===== src/rtl/window_5x3_ctrl.sv =====
// window_5x3_ctrl: raster sequencer for the 5x3 disparity window register.
// Drives line-buffer writes and window shifts from a valid/ready pixel stream
// and flags the shifts that leave a fully populated interior window.
// Optional build macro: WIN_CTRL_STALL_CNT_EN (source stall cycle counter).
module window_5x3_ctrl #(
   parameter int unsigned COL_W = 11,
   parameter int unsigned ROW_W = 11
) (
   input  logic             clock,
   input  logic             rst,
   input  logic             start,
   input  logic [COL_W-1:0] width,
   input  logic [ROW_W-1:0] height,
   input  logic             in_valid,
   output logic             in_ready,
   output logic             lb_wr_en,
   output logic [COL_W-1:0] lb_wr_addr,
   output logic             win_clken,
   output logic             out_valid,
   input  logic             out_ready,
   output logic [ROW_W-1:0] out_row,
   output logic [COL_W-1:0] out_col,
   output logic             busy,
   output logic             frame_done,
   output logic             cfg_err,
   output logic [31:0]      stall_cycles
);

   typedef enum logic [1:0] {
      S_IDLE = 2'd0,
      S_FILL = 2'd1,
      S_RUN  = 2'd2,
      S_DONE = 2'd3
   } state_t;

   state_t           r_state;
   state_t           w_next;

   logic [COL_W-1:0] r_width;
   logic [ROW_W-1:0] r_height;
   logic [COL_W-1:0] r_col;
   logic [ROW_W-1:0] r_row;
   logic             r_out_valid;
   logic [ROW_W-1:0] r_out_row;
   logic [COL_W-1:0] r_out_col;
   logic             r_frame_done;
   logic             r_cfg_err;

   logic w_cfg_ok;
   logic w_start_ok;
   logic w_start_bad;
   logic w_in_ready;
   logic w_accept;
   logic w_col_last;
   logic w_row_last;
   logic w_qual;
   logic w_frame_end;
   logic w_drain;
   logic w_busy;

   // Configuration check and frame-start qualification (only honoured in IDLE)
   assign w_cfg_ok    = (width >= COL_W'(3)) && (height >= ROW_W'(5));
   assign w_start_ok  = (r_state == S_IDLE) && start && w_cfg_ok;
   assign w_start_bad = (r_state == S_IDLE) && start && !w_cfg_ok;

   // Handshake: accept only while streaming and the window is not held by backpressure
   assign w_in_ready  = ((r_state == S_FILL) || (r_state == S_RUN)) &&
                        !(r_out_valid && !out_ready);
   assign w_accept    = in_valid && w_in_ready;

   // Raster position decode against the latched frame size
   assign w_col_last  = (r_col == (r_width - COL_W'(1)));
   assign w_row_last  = (r_row == (r_height - ROW_W'(1)));
   assign w_qual      = w_accept && (r_row >= ROW_W'(4)) && (r_col >= COL_W'(2));
   assign w_frame_end = w_accept && w_col_last && w_row_last;

   // DONE may retire once the last window is gone or is being consumed now
   assign w_drain     = (r_state == S_DONE) && (!r_out_valid || out_ready);
   assign w_busy      = (r_state != S_IDLE);

   // State register
   always_ff @(posedge clock) begin
      if (rst) begin
         r_state <= S_IDLE;
      end else begin
         r_state <= w_next;
      end
   end

   // Next-state decode
   always_comb begin
      w_next = r_state;
      case (r_state)
         S_IDLE: begin
            if (w_start_ok) begin
               w_next = S_FILL;
            end
         end
         S_FILL: begin
            if (w_frame_end) begin
               w_next = S_DONE;
            end else if (w_qual) begin
               w_next = S_RUN;
            end
         end
         S_RUN: begin
            if (w_frame_end) begin
               w_next = S_DONE;
            end
         end
         S_DONE: begin
            if (w_drain) begin
               w_next = S_IDLE;
            end
         end
         default: w_next = S_IDLE;
      endcase
   end

   // Frame config, raster counters, window flag/coordinates and status pulses
   always_ff @(posedge clock) begin
      if (rst) begin
         r_width      <= '0;
         r_height     <= '0;
         r_col        <= '0;
         r_row        <= '0;
         r_out_valid  <= 1'b0;
         r_out_row    <= '0;
         r_out_col    <= '0;
         r_frame_done <= 1'b0;
         r_cfg_err    <= 1'b0;
      end else begin
         r_cfg_err    <= w_start_bad;
         r_frame_done <= w_drain;

         if (w_start_ok) begin
            r_width  <= width;
            r_height <= height;
            r_col    <= '0;
            r_row    <= '0;
         end else if (w_accept) begin
            if (w_col_last) begin
               r_col <= '0;
               // Row stays at height-1 after the final pixel
               if (!w_row_last) begin
                  r_row <= r_row + ROW_W'(1);
               end
            end else begin
               r_col <= r_col + COL_W'(1);
            end
         end

         // A qualifying shift re-arms the flag even while the previous window is consumed
         if (w_qual) begin
            r_out_valid <= 1'b1;
            r_out_row   <= r_row - ROW_W'(2);
            r_out_col   <= r_col - COL_W'(1);
         end else if (out_ready) begin
            r_out_valid <= 1'b0;
         end
      end
   end

`ifdef WIN_CTRL_STALL_CNT_EN
   localparam int unsigned CNT_W = 32;
   logic [CNT_W-1:0] r_stall;

   // Saturating count of cycles where the source offered a pixel that was refused
   always_ff @(posedge clock) begin
      if (rst) begin
         r_stall <= '0;
      end else if (w_start_ok) begin
         r_stall <= '0;
      end else if (w_busy && in_valid && !w_in_ready && (r_stall != '1)) begin
         r_stall <= r_stall + CNT_W'(1);
      end
   end

   assign stall_cycles = r_stall;
`else
   assign stall_cycles = '0;
`endif

   assign in_ready   = w_in_ready;
   assign lb_wr_en   = w_accept;
   assign win_clken  = w_accept;
   assign lb_wr_addr = r_col;
   assign out_valid  = r_out_valid;
   assign out_row    = r_out_row;
   assign out_col    = r_out_col;
   assign busy       = w_busy;
   assign frame_done = r_frame_done;
   assign cfg_err    = r_cfg_err;

endmodule


===== config.mk =====
export PLATFORM = sky130hd
export DESIGN_NAME = window_5x3_ctrl
export DESIGN_NICKNAME = d
export VERILOG_FILES = /design/src/rtl/window_5x3_ctrl.sv
export SDC_FILE = /design/constraint.sdc
export NUM_CORES = 1
export LEC_CHECK = 0
export CORE_UTILIZATION = 46
export DETAILED_ROUTE_END_ITERATION = 10
export PLACE_DENSITY = 0.77
export REMOVE_ABC_BUFFERS = 1
export SLEW_MARGIN = 20
export SYNTH_ARGS = -nofsm -noshare
export SYNTH_HDL_FRONTEND = slang
export SYNTH_SLANG_ARGS = --single-unit

===== constraint.sdc =====
create_clock -name clock -period 2.6 [get_ports clock]
set_input_delay 0.39 -clock clock [delete_from_list [all_inputs] [get_ports clock]]
set_output_delay 0.39 -clock clock [all_outputs]
set_load 0.005 [all_outputs]

======== Word level (Yosys, flattened, before mapping) ========
Cells that the tools add are included.
word-level totals
  register bits ........................... 71
  bits of input ports ..................... 27
  output and inout bits ................... 72
  word-level logic and storage cells ...... 63
operators by class
  add/sub/neg operators ................... 6
  order comparisons ....................... 4
  equality and inequality tests ........... 9
  multiplexer cells ....................... 9
  bitwise logic cells ..................... 1
  reductions and logical operators ........ 24
operators by type and width
  cell                                                   number
  subtractor 11 x 1 -> 11 bit (second input constant)    3
  adder 11 x 1 -> 11 bit (second input constant)         2
  equality test 11 bit                                   2
  >= comparator 11 x 2 -> 1 bit (second input constant)  2
  >= comparator 11 x 3 -> 1 bit (second input constant)  2
  logical AND 1 bit                                      12
  2-to-1 mux 11 bit                                      1
  subtractor 11 x 2 -> 11 bit (second input constant)    1
  2-to-1 mux 2 bit                                       5
  one-hot mux 2 bit (4 select lines)                     1
  != test 2 bit (second input constant)                  3
  equality test 2 bit (second input constant)            2
  zero test 1 bit                                        4
  AND reduction 4 bit                                    1
  nonzero test 2 bit                                     2
  != test 3 bit (second input constant)                  1
  AND reduction 3 bit                                    1
  equality test 2 x 1 -> 1 bit (second input constant)   1
  zero test 2 bit                                        1
  logical OR 1 bit                                       2
  2-to-1 mux 1 bit                                       2
  OR reduction 2 bit                                     1
  inverter 1 bit                                         1

======== Depth between registers and ports, before layout ========
  depth in word-level cells ............... 10
  mapped depth ............................ 10
  mapped depth without buffers ............ 10

======== Worst setup path after synthesis ========
No wires, ideal clock.
  kind .................................... flip-flop to flip-flop
  start ................................... reg r_height[0]
  end ..................................... reg r_state[0]
  setup time .............................. 122 ps
  arrival time ............................ 2379 ps
  data required time ...................... 2478 ps
  slack ................................... 99 ps
  stages on the path, launching flop included .. 11
  path buffers ............................ 1
  clock period less this slack ............ 2501 ps
  path through ............................ dfxtp_1 -> inv_1 -> ha_1 -> clkbuf_1 -> xnor2_1 -> nor2_1 -> o31a_1 -> a2111oi_4 -> nand4bb_2 -> and3b_1 -> o32a_1
on the way
  cells in the longest elaborated chain, start to end .. 5
  elaborated cells on any way between the ends .. 8
  classes of those cells .................. add/sub: 1; eq/ne: 3; mux: 2; reduce/logical: 2
ends and longest elaborated chain
  item                                                                                        line  RTL
  start: declaration                                                                          40    logic [ROW_W-1:0] r_height;
  start signal: assignment                                                                    138   r_height <= height;
  subtractor 11 x 1 -> 11 bit (*)                                                             73    assign w_row_last = (r_row == (r_height - ROW_W'(1)));
  equality test 11 bit (*)                                                                    73
  logical AND 1 bit (*)                                                                       75    assign w_frame_end = w_accept && w_col_last && w_row_last;
  != test 3 bit (no source line), or another cell as far along                                n/a
  AND reduction 4 bit (no source line) or one-hot mux 2 bit (4 select lines) (tied branches)  n/a
  end signal: assignment                                                                      86    r_state <= w_next;
  end: declaration                                                                            36    state_t r_state;
Every way passes the cells marked *; elsewhere a longest branch is shown, timed or not.
A chain may end at the register's enable or synchronous reset.

======== Final worst setup path ========
  start ................................... reg r_width[0]
  end ..................................... reg r_state[0]
on the way
  cells in the longest elaborated chain, start to end .. 6
  elaborated cells on any way between the ends .. 9
  classes of those cells .................. add/sub: 1; eq/ne: 3; mux: 2; reduce/logical: 3
ends and longest elaborated chain
  item                                                                                        line  RTL
  start: declaration                                                                          39    logic [COL_W-1:0] r_width;
  start signal: assignment                                                                    137   r_width <= width;
  subtractor 11 x 1 -> 11 bit (*)                                                             72    assign w_col_last = (r_col == (r_width - COL_W'(1)));
  equality test 11 bit (*)                                                                    72
  logical AND 1 bit (*) (2 in a row)                                                          75
  != test 3 bit (no source line), or another cell as far along                                n/a
  AND reduction 4 bit (no source line) or one-hot mux 2 bit (4 select lines) (tied branches)  n/a
Marks and branches as above.

==> impl_metrics.json <==
{
  "synth_seq_area_share_pct": 32.32,
  "drv_cap": 0,
  "ys_top_cells_by_area": "dfxtp_1 (32%), nor2_1 (6.6%), mux2i_1 (6.1%)",
  "slew_violations": 0,
  "grt_pass1_wl_um": 17600,
  "wl_met1_um": 4990,
  "path_buf_inv": 2,
  "synth_simple_gate_area_share_pct": 21.74,
  "root_buffer": "clkbuf_8",
  "synthXorXnorAreaFrac_pct": 10.55,
  "finalNetCount": 650,
  "fmax_mhz": 401.2,
  "ant_nets": 0,
  "avgViaCountPerCell": 5.271,
  "finalHoldViolCount": 0,
  "vias": 3916,
  "syn_inst": 520,
  "synth_top_family_by_area": "simple AND/OR/NAND/NOR gates",
  "finalCritPeriodShare_pct": 95.86,
  "place_congestion": 0.8446,
  "dpl.cell_count": 724,
  "ys_ff_latch": 71,
  "htreeDepth": 3,
  "die-area_um2": 9956,
  "clk_latency_ns": 0.36,
  "syn_area_per_cell_um2": 8.458,
  "antenna_found_initial": 0,
  "drive_gt1_share_pct": 13.68,
  "muxShareOfSynthArea_pct": 6.401,
  "synth_flop_cell": "dfxtp_1",
  "dr_wl_met3_um": 626,
  "cpPeakStageDelay_ns": 0.50,
  "grt_max_degree": 42,
  "initial_utilization_pct": 47.60,
  "syn_to_final_growth_pct": 27.31,
  "grtUsageTotal_pct": 22.18,
  "setup_viol": 0,
  "startpoint": "r_width[0]",
  "hpwl_um": 8022,
  "synth_edf_count": 0,
  "cts_tree": "built",
  "hp-class": "reg2reg",
  "grt_overflow": 0,
  "hold_start": "out_row[0]",
  "postCtsHoldBufs": 0,
  "clockBufferDepth": 2,
  "syn_area_um2": 4398,
  "drc_errors": 0,
  "peakVddDrop_mv": 0.4736,
  "rsz0062_at_grt": "yes",
  "drtIter0Drc": 103,
  "synth_compound_area_share_pct": 14.51,
  "cp_data_required_time_ns": 2.85,
  "reg2reg_from": "r_width[0]",
  "p_leak_nw": 2.398,
  "drt-total-wl_um": 10750,
  "yosysWarnings": 0,
  "pin_count": 99,
  "fin_cells": 743,
  "crit_type": "reg2reg",
  "synthAdderAreaFrac_pct": 3.983,
  "power_density_nw_per_um2": 645.0,
  "drtPass1Iterations": 5,
  "critPathMaxFanout": 6,
  "wl_met2_um": 4923,
  "die_h_um": 99.78,
  "routed.top_layer": "met4",
  "cts.sinks": 71,
  "slowest_stage": "or4b_4",
  "status": "complete, no violations",
  "antenna_cells": 0,
  "numCtsBuffers": 9,
  "coreArea_um2": 9240,
  "netlist.area_leader.share_pct": 32.32,
  "finClkSkew_ns": 0.006734,
  "min_period_ns": 2.492,
  "yosysTopAreaCell": "dfxtp_1",
  "portBuffers": 66,
  "cts.clk_slew.worst_paths_ns": 0.08,
  "ys_types": 66,
  "start_kind": "register",
  "endpoint_kind": "register",
  "path_cells": "inv_1 -> ha_4 -> or4b_4 -> nand2b_1 -> a211oi_1 -> buf_4 -> o31ai_4 -> nand4bb_4 -> a21oi_1 -> o32a_1",
  "crit_family": "compound AO/OA/AOI/OAI gates",
  "grt_pass1_vias": 3707,
  "utilization_pct": 60.60,
  "die_x_um": 99.78,
  "cp_data_arrival_time_ns": 2.74,
  "rows": 35,
  "ys_async_sr_fraction_pct": 0,
  "wl_per_cell_um": 14.47
}
-- power by group --
| group | internal [mW] | total [mW] | switching (mW) |
|---|---|---|---|
| registers | 1.17 | 1.28 | 0.108 |
| logic | 0.710 | 1.44 | 0.726 |
| clock network | 0.448 | 0.898 | 0.450 |
| total | 2.33 | 3.61 | 1.28 |
-- repair_timing --
action	4_1_cts	5_1_grt
setup buffers	0	3
resized for setup	0	16
endpoints found under the hold margin	0	0
setup endpoints to repair	0	24
-- registers in the layout, indices dropped and copies added, names as in the netlist --
name and flops:
out_col 11, r_row 11, lb_wr_addr 11, frame_done 1, r_height 11, cfg_err 1
r_state 2, out_valid 1, out_row 11, r_width 11
-- logic make-up (layout without fill, tap and decap cells) --
family                     after synthesis  count (layout)
AOI/OAI and AO/OA                       78              78
xor gates and xnor gates                53              53
adders and majority gates               14              14
buffers and inverters                   86             149
DFF                                     71              71
muxes                                   28              28
other                                    1              32
and+or+nand+nor                        189             189
-- cell usage in the layout, fill, tap and decap left out, types with 3 or more instances in the layout --
cell type        count
nor4_1               9
nor3_1              12
mux2i_1             27
nor2_1              76
buf_4               43
nand2_1             28
dfxtp_1             68
nand3b_1             3
nand2b_1            10
o21ai_0              5
a211oi_1            24
xor2_1              26
a31oi_1              6
a41o_1               3
or4_1                4
inv_1               21
nor3b_1              5
and3_1               8
nand4_1             12
a21oi_1             12
conb_1              32
xnor2_1             27
clkbuf_8             9
nand3_1              5
clkdlybuf4s50_1     66
ha_1                11
-- worst paths after layout --
check                                  end  slack (ns)  cells after the start
worst min-delay path            out_row[0]        0.46                      2
worst max-delay path            r_state[0]        0.11                     10
worst max register to register  r_state[0]        0.11                     10
worst min register to register  out_row[0]        0.46                      2
-- through the flow --
step	setup TNS, ns	worst slack (ns)	hold WS [ns]	area, um^2	total power [mW]
after floorplan	-27.42	-1.432	0.4467	4139	2.160
after detailed placement	0	0.06540	0.4545	5306	2.611
after global placement	0	0.1590	0.4438	5306	2.563
final	0	0.1077	0.4608	5599	3.612
after global routing	-0.05153	-0.05153	0.4970	5599	3.811
after CTS	0	0.02269	0.4655	5502	3.501
-- Yosys cell counts (13+ instances only) --
cell and n:
clkbuf_1 24, buf_4 33, nand2_1 28, nor2_1 77
xnor2_1 27, a211oi_1 24, dfxtp_1 71, inv_1 21
xor2_1 26, ha_1 14, mux2i_1 27, nor3_1 13
-- worst min-delay path: stages (launching register included) --
cell	delay [ns]
dfxtp_1	0.31
nand2_1	0.05
a21oi_1	0.05
-- layout make-up --
cell class                 instances  area, um^2
clock inverter                     6       67.56
inverter                          22       82.58
timing repair buffer             111        1015
tap                              129       161.4
clock buffer                      10       127.6
fill                             783        3641
multi-input combinational        394        2718
sequential                        71        1428
-- per-layer routing --
metal	track usage, %	vias up
li1	-	1930
met1	28.96	1810
met2	35.81	153
met3	5.641	23
met4	7.240	0
met5	0	-
(Power assumes the default switching activity.)
